$ cat config.mk
export PLATFORM = sky130hd
export DESIGN_NAME = led_onecold_scanner
export DESIGN_NICKNAME = d
export VERILOG_FILES = /design/src/rtl/led_onecold_scanner.sv
export SDC_FILE = /design/constraint.sdc
export NUM_CORES = 1
export LEC_CHECK = 0
export ABC_AREA = 1
export BUFFER_PORTS_ARGS = -buffer_cell sky130_fd_sc_hd__buf_4
export CAP_MARGIN = 20
export CORE_UTILIZATION = 24
export DETAILED_ROUTE_END_ITERATION = 6
export GPL_ROUTABILITY_DRIVEN = 0
export GPL_TIMING_DRIVEN = 0
export PLACE_DENSITY_LB_ADDON = 0.08
export SYNTH_ARGS = -nofsm -noshare
export SYNTH_HDL_FRONTEND = slang
export SYNTH_SLANG_ARGS = --single-unit
$ cat constraint.sdc
create_clock -name clk -period 2.84 [get_ports clk]
set_input_delay 0.142 -clock clk [delete_from_list [all_inputs] [get_ports clk]]
set_output_delay 0.142 -clock clk [all_outputs]
set_load 0.005 [all_outputs]
$ cat src/rtl/led_onecold_scanner.sv
// led_onecold_scanner
//
// Turns raw DIP switches into an active-low (one-cold) LED drive. It has two
// modes: a static SEL_W-to-2^SEL_W decode, or an auto-scan that walks the dark
// LED across the bank at a fixed divided rate. Every switch bit passes through
// a 2-flop synchroniser and then a debouncer before it reaches the control
// FSM. The LED outputs are registered.
//
// Parameters
//   SEL_W      select width (1..6); the LED bank is OUT_W = 2**SEL_W wide
//   DEB_CYCLES consecutive differing cycles needed before a debounced bit flips
//   SCAN_DIV   clocks per scan step (>= 2)
//
// Ports
//   clk      system clock, rising edge
//   rst_n    asynchronous active-low reset
//   en_sw    raw enable switch (1 = LEDs driven)
//   mode_sw  raw mode switch (0 = static decode, 1 = scan)
//   sel_sw   raw select switches
//   res_n    LED drive, active-low; all ones when idle, otherwise exactly one zero
//   step     one-cycle pulse, aligned with res_n, whenever the scan index advances
//
// Switch-to-LED latency is DEB_CYCLES+3 edges: 2 synchroniser edges,
// DEB_CYCLES debounce edges, and 1 output-register edge. To meet this, the
// FSM state, the index and the output register all load on the same edge.
// They are computed from the current debounced values, so the output
// register decodes the next state and the next index, not the registered
// ones.
module led_onecold_scanner #(
    parameter int SEL_W      = 3,
    parameter int DEB_CYCLES = 4,
    parameter int SCAN_DIV   = 8
) (
    input  logic                    clk,
    input  logic                    rst_n,
    input  logic                    en_sw,
    input  logic                    mode_sw,
    input  logic [SEL_W-1:0]        sel_sw,
    output logic [(1 << SEL_W)-1:0] res_n,
    output logic                    step
);

    localparam int OUT_W = 1 << SEL_W;
    localparam int NB    = SEL_W + 2;                 // sel bits + mode + en
    localparam int CW    = $clog2(DEB_CYCLES + 1);
    localparam int DW    = $clog2(SCAN_DIV);

    localparam logic [CW-1:0]    DEB_MAX  = CW'(DEB_CYCLES);
    localparam logic [DW-1:0]    DIV_LAST = DW'(SCAN_DIV - 1);
    localparam logic [OUT_W-1:0] ONE_HOT0 = OUT_W'(1);

    typedef enum logic [1:0] {
        ST_IDLE   = 2'd0,
        ST_STATIC = 2'd1,
        ST_SCAN   = 2'd2
    } state_t;

    // ------------------------------------------------------------------
    // Synchroniser + debouncer, one lane per switch bit
    // Bit layout: [NB-1] = en, [NB-2] = mode, [SEL_W-1:0] = sel
    // ------------------------------------------------------------------
    logic [NB-1:0] raw;
    logic [NB-1:0] sync1_q, sync2_q;
    logic [NB-1:0] deb_q, deb_d;
    logic [CW-1:0] cnt_q [NB];
    logic [CW-1:0] cnt_d [NB];
    logic [CW-1:0] cnt_inc;

    assign raw = {en_sw, mode_sw, sel_sw};

    always_comb begin
        deb_d   = deb_q;
        cnt_inc = '0;
        for (int i = 0; i < NB; i++) begin
            cnt_d[i] = cnt_q[i];
            if (sync2_q[i] == deb_q[i]) begin
                cnt_d[i] = '0;
            end else begin
                cnt_inc = cnt_q[i] + CW'(1);
                // The flip happens on the edge where the count would reach
                // DEB_CYCLES, so the counter never actually holds DEB_MAX.
                if (cnt_inc == DEB_MAX) begin
                    deb_d[i] = sync2_q[i];
                    cnt_d[i] = '0;
                end else begin
                    cnt_d[i] = cnt_inc;
                end
            end
        end
    end

    always_ff @(posedge clk or negedge rst_n) begin
        if (!rst_n) begin
            sync1_q <= '0;
            sync2_q <= '0;
            deb_q   <= '0;
            for (int i = 0; i < NB; i++) begin
                cnt_q[i] <= '0;
            end
        end else begin
            sync1_q <= raw;
            sync2_q <= sync1_q;
            deb_q   <= deb_d;
            for (int i = 0; i < NB; i++) begin
                cnt_q[i] <= cnt_d[i];
            end
        end
    end

    logic             deb_en;
    logic             deb_mode;
    logic [SEL_W-1:0] deb_sel;

    assign deb_en   = deb_q[NB-1];
    assign deb_mode = deb_q[NB-2];
    assign deb_sel  = deb_q[SEL_W-1:0];

    // ------------------------------------------------------------------
    // Control FSM: state register / next state / outputs
    // ------------------------------------------------------------------
    state_t state_q, state_d;

    always_ff @(posedge clk or negedge rst_n) begin
        if (!rst_n) begin
            state_q <= ST_IDLE;
        end else begin
            state_q <= state_d;
        end
    end

    always_comb begin
        state_d = state_q;
        if (!deb_en) begin
            // A dropped enable beats any simultaneous mode change.
            state_d = ST_IDLE;
        end else begin
            case (state_q)
                ST_IDLE:   state_d = deb_mode ? ST_SCAN : ST_STATIC;
                ST_STATIC: if (deb_mode)  state_d = ST_SCAN;
                ST_SCAN:   if (!deb_mode) state_d = ST_STATIC;
                default:   state_d = ST_IDLE;
            endcase
        end
    end

    // Index and scan divider, driven by the state being entered this edge.
    logic [SEL_W-1:0] index_q, index_d;
    logic [DW-1:0]    div_q, div_d;
    logic             advance;

    always_comb begin
        index_d = index_q;
        div_d   = '0;
        advance = 1'b0;
        case (state_d)
            ST_STATIC: index_d = deb_sel;
            ST_SCAN: begin
                if (state_q != ST_SCAN) begin
                    // Scan starts from whatever is on the switches.
                    index_d = deb_sel;
                end else if (div_q == DIV_LAST) begin
                    // The index wraps naturally at OUT_W-1 -> 0.
                    index_d = index_q + SEL_W'(1);
                    advance = 1'b1;
                end else begin
                    div_d = div_q + DW'(1);
                end
            end
            default: index_d = index_q;
        endcase
    end

    logic [OUT_W-1:0] res_n_q, res_n_d;
    logic             step_q, step_d;

    always_comb begin
        res_n_d = '1;
        step_d  = advance;
        if (state_d != ST_IDLE) begin
            res_n_d = ~(ONE_HOT0 << index_d);
        end
    end

    always_ff @(posedge clk or negedge rst_n) begin
        if (!rst_n) begin
            index_q <= '0;
            div_q   <= '0;
            res_n_q <= '1;
            step_q  <= 1'b0;
        end else begin
            index_q <= index_d;
            div_q   <= div_d;
            res_n_q <= res_n_d;
            step_q  <= step_d;
        end
    end

    assign res_n = res_n_q;
    assign step  = step_q;

endmodule

==> out/metrics.cfg, run 1 <==
[clocking]
cts_made_buffers = 5
cts_buffer_depth = 2
insertion_delay_ns = 0.29
clkSinkCount = 47
cts-root-buf = clkbuf_8
cts_tree = built
cts_max_level = 2
cts_resized = 0
clk_pin_slew_ns = 0.09

[grt]
grt-ovfl-total = 0
grt_use_total_pct = 8.85
grt_pass1_wl_um = 5910
grt_pass1_vias = 1304
antenna_found_initial = 0
grt_max_degree = 48

[run_status]
outcome = finished, final reports clean

[detailed_routing]
post_drt_wl_per_cell_um = 10.0
drt_iter0_markers = 11
antenna_left = 0
drt-total-wl_um = 3220
drtPass1Iterations = 4
vias = 1243
drc = 0
avgViaCountPerCell = 3.87

[place]
place_ws_ns = 0.888
placed_cell_area_sq_um = 2230
port_buffers = 15
dp_hpwl_um = 2260

[timing]
min_period_over_period_pct = 68.1
hold_slack_ns = 0.353
fmax_ghz = 0.517
max-slew-margin-rel_pct = 59.4
hold_viol_final = 0
rsz0062_at_grt = no
setup_violations = 0
worst_pin_slew_ns = 0.609
setup_ws_ns = 0.906
fin_tns_setup_ns = 0
finalClockSkew_ns = 0.00583
maxSlewViolCount = 0
period_minus_slack_ns = 1.93

[pwr]
p_seq_share_pct = 49.8
vdd.ir_drop.worst_v = 0.000205
p_leak_nw = 1.09
power_switching_uw = 646
p_int_mw = 1.22
clkPwrFrac_pct = 21.0
p_comb_share_pct = 29.2
p_sw_share_pct = 34.6
p_per_area_nw_per_um2 = 788
power_mw = 1.87

[worst_setup_path]
slowest_delay_ns = 0.43
r2r_cells = 11
crit_start = state_q[0]$_DFF_PN0_
cpMostUsedCell = nand2_1
critPathKind = flop to flop
crit_path_end_kind = flop
worstPathMaxFanout = 5
path_cells = a21oi_1 -> inv_1 -> nor2_1 -> inv_1 -> ha_1 -> a21oi_1 -> nand2_1 -> nand2_1 -> nand2_1 -> inv_1 -> nand2_1
required_ns = 3.07
reg2reg_slack_ns = 0.91
setup.worst_path.end = res_n[4]$_DFF_PN1_
cp_slowest_cell = dfrtp_1
crit_arrival_ns = 2.16
r2r-end = res_n[4]$_DFF_PN1_
start_kind = flop
r2r-start = state_q[0]$_DFF_PN0_

[synth]
synth_edf_count = 0
synth_top_cells_by_area = dfrtp_1 (49%), dfstp_2 (11%), ha_1 (10%), nand2_1 (6.4%), inv_1 (5.3%)
ys_seq_area_share_pct = 59.7
synthTopCellsByCount = dfrtp_1 (39), nand2_1 (34), inv_1 (28), nor2_1 (19), ha_1 (16)
ys_seq_elements = 47
yosys_warnings = 0
yosysMostFrequentCell = dfrtp_1
synthesis.nets = 213
synth_top_area_share_pct = 49.1
syn_area_per_cell_sq_um = 10.5
ys.flop_type = dfrtp_1
synth.distinct_cells = 18
yosys.area.top_type = dfrtp_1
syn_area_sq_um = 1990
synthArstFlopShare_pct = 100
postSynthCellCount = 190

[job]
drv_cap = 0

[die]
fp.dieW_um = 93.0
fp.dieH_um = 93.0
io_pins = 16
rows = 32
design.core.area_sq_um = 7890
start_util_pct = 25.2
dieArea_sq_um = 8650

[cells_and_area]
fillers = 832
nets = 241
drive_above_1_share_pct = 16.9
n_antenna_cell = 0
synthToLayoutAreaGrowth_pct = 19.2
final_area_sq_um = 2370

[min_path]
min_path_type = flop to flop

registers in the layout (all words and copies together), names as in the netlist:
signal,count
cnt_q,15
res_n,8
state_q,2
deb_q,5
div_q,3
sync1_q,5
step,1
index_q,3
sync2_q,5
critical path: cells and delay by family, from the launching register on:
family | cells | cell delay (ns)
AOI/OAI and AO/OA | 2 | 0.33
adders and majority gates | 1 | 0.37
buffers and inverters | 3 | 0.24
DFF | 1 | 0.43
and+or+nand+nor | 5 | 0.51
worst min path at each step:
stage / startpoint / cells after the start / to / slack [ns]
6_report: sync1_q[3]$_DFF_PN0_ / 0 / sync2_q[3]$_DFF_PN0_ / 0.35
3_3_place_gp: rst_n / 1 / cnt_q[7]$_DFF_PN0_ / 0.21
4_1_cts: sync1_q[3]$_DFF_PN0_ / 0 / sync2_q[3]$_DFF_PN0_ / 0.36
5_1_grt: sync1_q[0]$_DFF_PN0_ / 0 / sync2_q[0]$_DFF_PN0_ / 0.37
2_1_floorplan: rst_n / 0 / cnt_q[0]$_DFF_PN0_ / -0.15
3_5_place_dp: rst_n / 1 / cnt_q[7]$_DFF_PN0_ / 0.21
power by group through the flow:
stage	sequential (mW)	combinational [mW]	clock [mW]
floorplan	0.923	0.427	0
finish	0.931	0.545	0.392
global placement	0.948	0.553	0
detailed placement	0.948	0.552	0
CTS	0.936	0.561	0.422
global route	0.956	0.647	0.444
cells by family after synthesis:
group,after synthesis,synth area share (%)
AOI/OAI and AO/OA,13,3.84
xor gates and xnor gates,10,4.41
adders and majority gates,16,10.1
buffers and inverters,30,5.66
DFF,47,59.7
and+or+nand+nor,74,16.4
through the flow:
stage	std cells	util [%]
final	321	30.0
after detailed placement	307	28.3
after global routing	321	30.0
after CTS	321	30.0
after global placement	307	28.3
after floorplan	190	-
placed cells by master (no fill, tap or decap), types with 4 or more instances in the layout:
cell type	instances
dfrtp_1	39
nand2_1	34
inv_1	28
nor2_1	19
ha_1	16
buf_4	15
nor3_1	11
xnor2_1	10
dfstp_2	8
a21oi_1	6
dlygate4sd3_1	6
o21ai_0	5
clkbuf_8	5
nand3_1	4
final cells by class:
class | instances | area, sq um | area share [%]
Timing Repair Buffer | 21 | 173 | 7.29
Clock inverter | 1 | 5.00 | 0.211
Multi-Input combinational cell | 113 | 689 | 29.1
Clock buffer | 7 | 76.3 | 3.22
Sequential cell | 47 | 1190 | 50.1
Tap cell | 102 | 128 | 5.39
Inverter | 30 | 113 | 4.75
layer usage:
layer	up-vias	GRT usage, %	share of wire, %
met3	5	2.68	3.1
met5	-	0	0
met1	583	10.7	49
li1	640	-	-
met2	15	14.3	46
met4	0	4.23	2.3
timing repair:
action                    in CTS  in global routing
buffers inserted               0                  0
hold buffers                   6                  0
hold endpoints to repair      44                  0
(Power assumes the default switching activity.)
==> run 2, diff against run 1 <==
==> constraint.sdc (replaced) <==
create_clock -name clk -period 1.79 [get_ports clk]
set_input_delay 0.0895 -clock clk [delete_from_list [all_inputs] [get_ports clk]]
set_output_delay 0.0895 -clock clk [all_outputs]
set_load 0.005 [all_outputs]
==> out/metrics.cfg, run 2 (synthesis gave the netlist of run 1 again) <==
[clocking]
clkSinkCount = 47  ; unchanged
clk_pin_slew_ns = 0.08  ; was 0.09 ns
cts_max_level = 2  ; unchanged
cts_tree = built  ; unchanged
cts-root-buf = clkbuf_8  ; unchanged
cts_made_buffers = 5  ; unchanged
cts_buffer_depth = 2  ; unchanged
insertion_delay_ns = 0.29  ; about the same

[timing]
setup_ws_ns = 0.0563  ; was 0.906 ns
maxSlewViolCount = 0  ; unchanged
fin_tns_setup_ns = 0  ; unchanged
max-slew-margin-rel_pct = 59.6  ; was 59.4%
worst_pin_slew_ns = 0.606  ; was 0.609 ns
finalClockSkew_ns = 0.00579  ; was 0.00583 ns
min_period_over_period_pct = 96.9  ; was 68.1%
period_minus_slack_ns = 1.73  ; was 1.93 ns
hold_viol_final = 0  ; unchanged
setup_violations = 0  ; unchanged
fmax_ghz = 0.577  ; was 0.517 GHz
rsz0062_at_grt = yes  ; was no

[cells_and_area]
final_area_sq_um = 2510  ; was 2370 sq um
final_util_pct = 31.8  ; was 30.0%
final_cell_mix = dfrtp_1 (39), nand2_1 (31), inv_1 (22), buf_4 (22), ha_1 (14)  ; was dfrtp_1 (39), nand2_1 (34), inv_1 (28), nor2_1 (19), ha_1 (16)
drive_above_1_share_pct = 28.8  ; was 16.9%
largest_reg_flops = 15  ; unchanged
regMostFlops = cnt_q  ; unchanged
final_common_cell = dfrtp_1  ; unchanged
fillers = 824  ; was 832
multi_input_area_sq_um = 774  ; was 689 sq um
regArea_sq_um = 1190  ; unchanged
synthToLayoutAreaGrowth_pct = 26.1  ; was 19.2%
nets = 248  ; was 241
n_antenna_cell = 0  ; unchanged

[grt]
busiest_layer = met2  ; unchanged
use_met2_pct = 14.3  ; unchanged
grt_max_degree = 48  ; unchanged
antenna_found_initial = 0  ; unchanged
grt_util_met3_pct = 2.68  ; unchanged
grt-ovfl-total = 0  ; unchanged
grt_use_total_pct = 8.88  ; was 8.85%
gr-usage-met1_pct = 10.8  ; was 10.7%
grt_pass1_wl_um = 5930  ; was 5910 um
grt_pass1_vias = 1304  ; unchanged

[die]
dieArea_sq_um = 8650  ; unchanged
fp.dieW_um = 93.0  ; unchanged
design.core.area_sq_um = 7890  ; unchanged
rows = 32  ; unchanged
start_util_pct = 25.2  ; unchanged
fp.dieH_um = 93.0  ; unchanged
io_pins = 16  ; unchanged

[pwr]
p_leak_nw = 1.12  ; was 1.09 nW
power_switching_mw = 1.13  ; was 646 uW
p_comb_share_pct = 33.5  ; was 29.2%
p_per_area_nw_per_um2 = 1260  ; was 788 nW/um^2
clkPwrFrac_pct = 19.6  ; was 21.0%
p_seq_share_pct = 46.9  ; was 49.8%
p_int_mw = 2.04  ; was 1.22 mW
p_sw_share_pct = 35.6  ; was 34.6%
vdd.ir_drop.worst_v = 0.000352  ; was 0.000205 V

[detailed_routing]
post_drt_wl_per_cell_um = 10.1  ; was 10.0 um
vias = 1267  ; was 1243
drt-total-wl_um = 3320  ; was 3220 um
avgViaCountPerCell = 3.86  ; was 3.87
antenna_left = 0  ; unchanged
drt_iter0_markers = 8  ; was 11
drc = 0  ; unchanged
drtPass1Iterations = 2  ; was 4

[place]
place_ws_ns = -0.162  ; was 0.888 ns
placed_cell_area_sq_um = 2230  ; unchanged
port_buffers = 15  ; unchanged
dp_hpwl_um = 2260  ; unchanged

[worst_setup_path]
r2r-start = state_q[1]$_DFF_PN0_  ; was state_q[0]$_DFF_PN0_
critPathKind = flop to flop  ; unchanged
reg2reg_slack_ns = 0.06  ; was 0.91 ns
start_kind = flop  ; unchanged
r2r-end = res_n[4]$_DFF_PN1_  ; unchanged
required_ns = 2.02  ; was 3.07 ns
crit_start = state_q[1]$_DFF_PN0_  ; was state_q[0]$_DFF_PN0_
worstPathMaxFanout = 5  ; unchanged
r2r_cells = 12  ; was 11
crit_path_end_kind = flop  ; unchanged
crit_arrival_ns = 1.96  ; was 2.16 ns

[min_path]
min_path_type = primary input to asynchronous set/reset pin  ; was flop to flop

[job]
drv_cap = 0  ; unchanged

[run_status]
outcome = finished, final reports clean  ; unchanged

-- run 2: cell count changes in the layout (fill, tap and decap cells not counted), sizes merged --
cell / previous run / this run
buf: 15 / 22
-- run 2: critical path: stages, from the launching register on --
cell and delay [ns]:
dfrtp_1 0.44, a21oi_2 0.15, inv_2 0.07, nor2_4 0.16, inv_2 0.07, ha_4 0.30
inv_2 0.06, nor2_2 0.09, inv_1 0.05, nand2_2 0.10, nand2_2 0.06, inv_2 0.05
nand2_1 0.05
-- run 2: worst max path at each step --
stage                          to  slack, ns
2_1_floorplan  res_n[0]$_DFF_PN1_       0.12
3_3_place_gp   res_n[4]$_DFF_PN1_      -0.14
3_5_place_dp   res_n[7]$_DFF_PN1_      -0.16
4_1_cts        res_n[1]$_DFF_PN1_      0.004
5_1_grt        res_n[7]$_DFF_PN1_      -0.07
6_report       res_n[4]$_DFF_PN1_       0.06
-- run 2: timing repair --
| item | 4_1_cts | 5_1_grt |
|---|---|---|
| gates resized for setup | 9 | 17 |
| endpoints found under the hold margin | 44 | 0 |
| pin swaps | 1 | 13 |
| endpoints found under the setup margin | 9 | 9 |
| hold buffers | 6 | 0 |
| buffers inserted | 1 | 6 |
-- run 2: per-stage QoR --
stage	cells	power, mW	hold WS [ns]
floorplan	190	2.14	-0.206
global placement	307	2.38	0.154
detailed placement	307	2.38	0.156
CTS	322	3.10	0.358
global route	328	3.45	0.370
finish	328	3.17	0.342
-- run 2: routing by layer --
metal	vias up	part of all wire (%)
met5	-	0
met4	0	2.2
met1	591	48
li1	656	-
met3	5	2.9
met2	15	47
-- run 2: layout make-up --
cell class	instances	area share, %
Inverter	30	4.49
Timing Repair Buffer	28	8.98
Clock inverter	1	0.200
Sequential cell	47	47.3
Tap cell	102	5.09
Clock buffer	7	3.04
Multi-Input combinational cell	113	30.9
-- run 2: power groups by stage --
stage	registers, mW	logic, mW	clock network [mW]
after floorplan	1.47	0.678	0
after global placement	1.50	0.877	0
after detailed placement	1.50	0.876	0
after CTS	1.48	0.950	0.669
after global routing	1.53	1.22	0.705
final	1.49	1.06	0.620
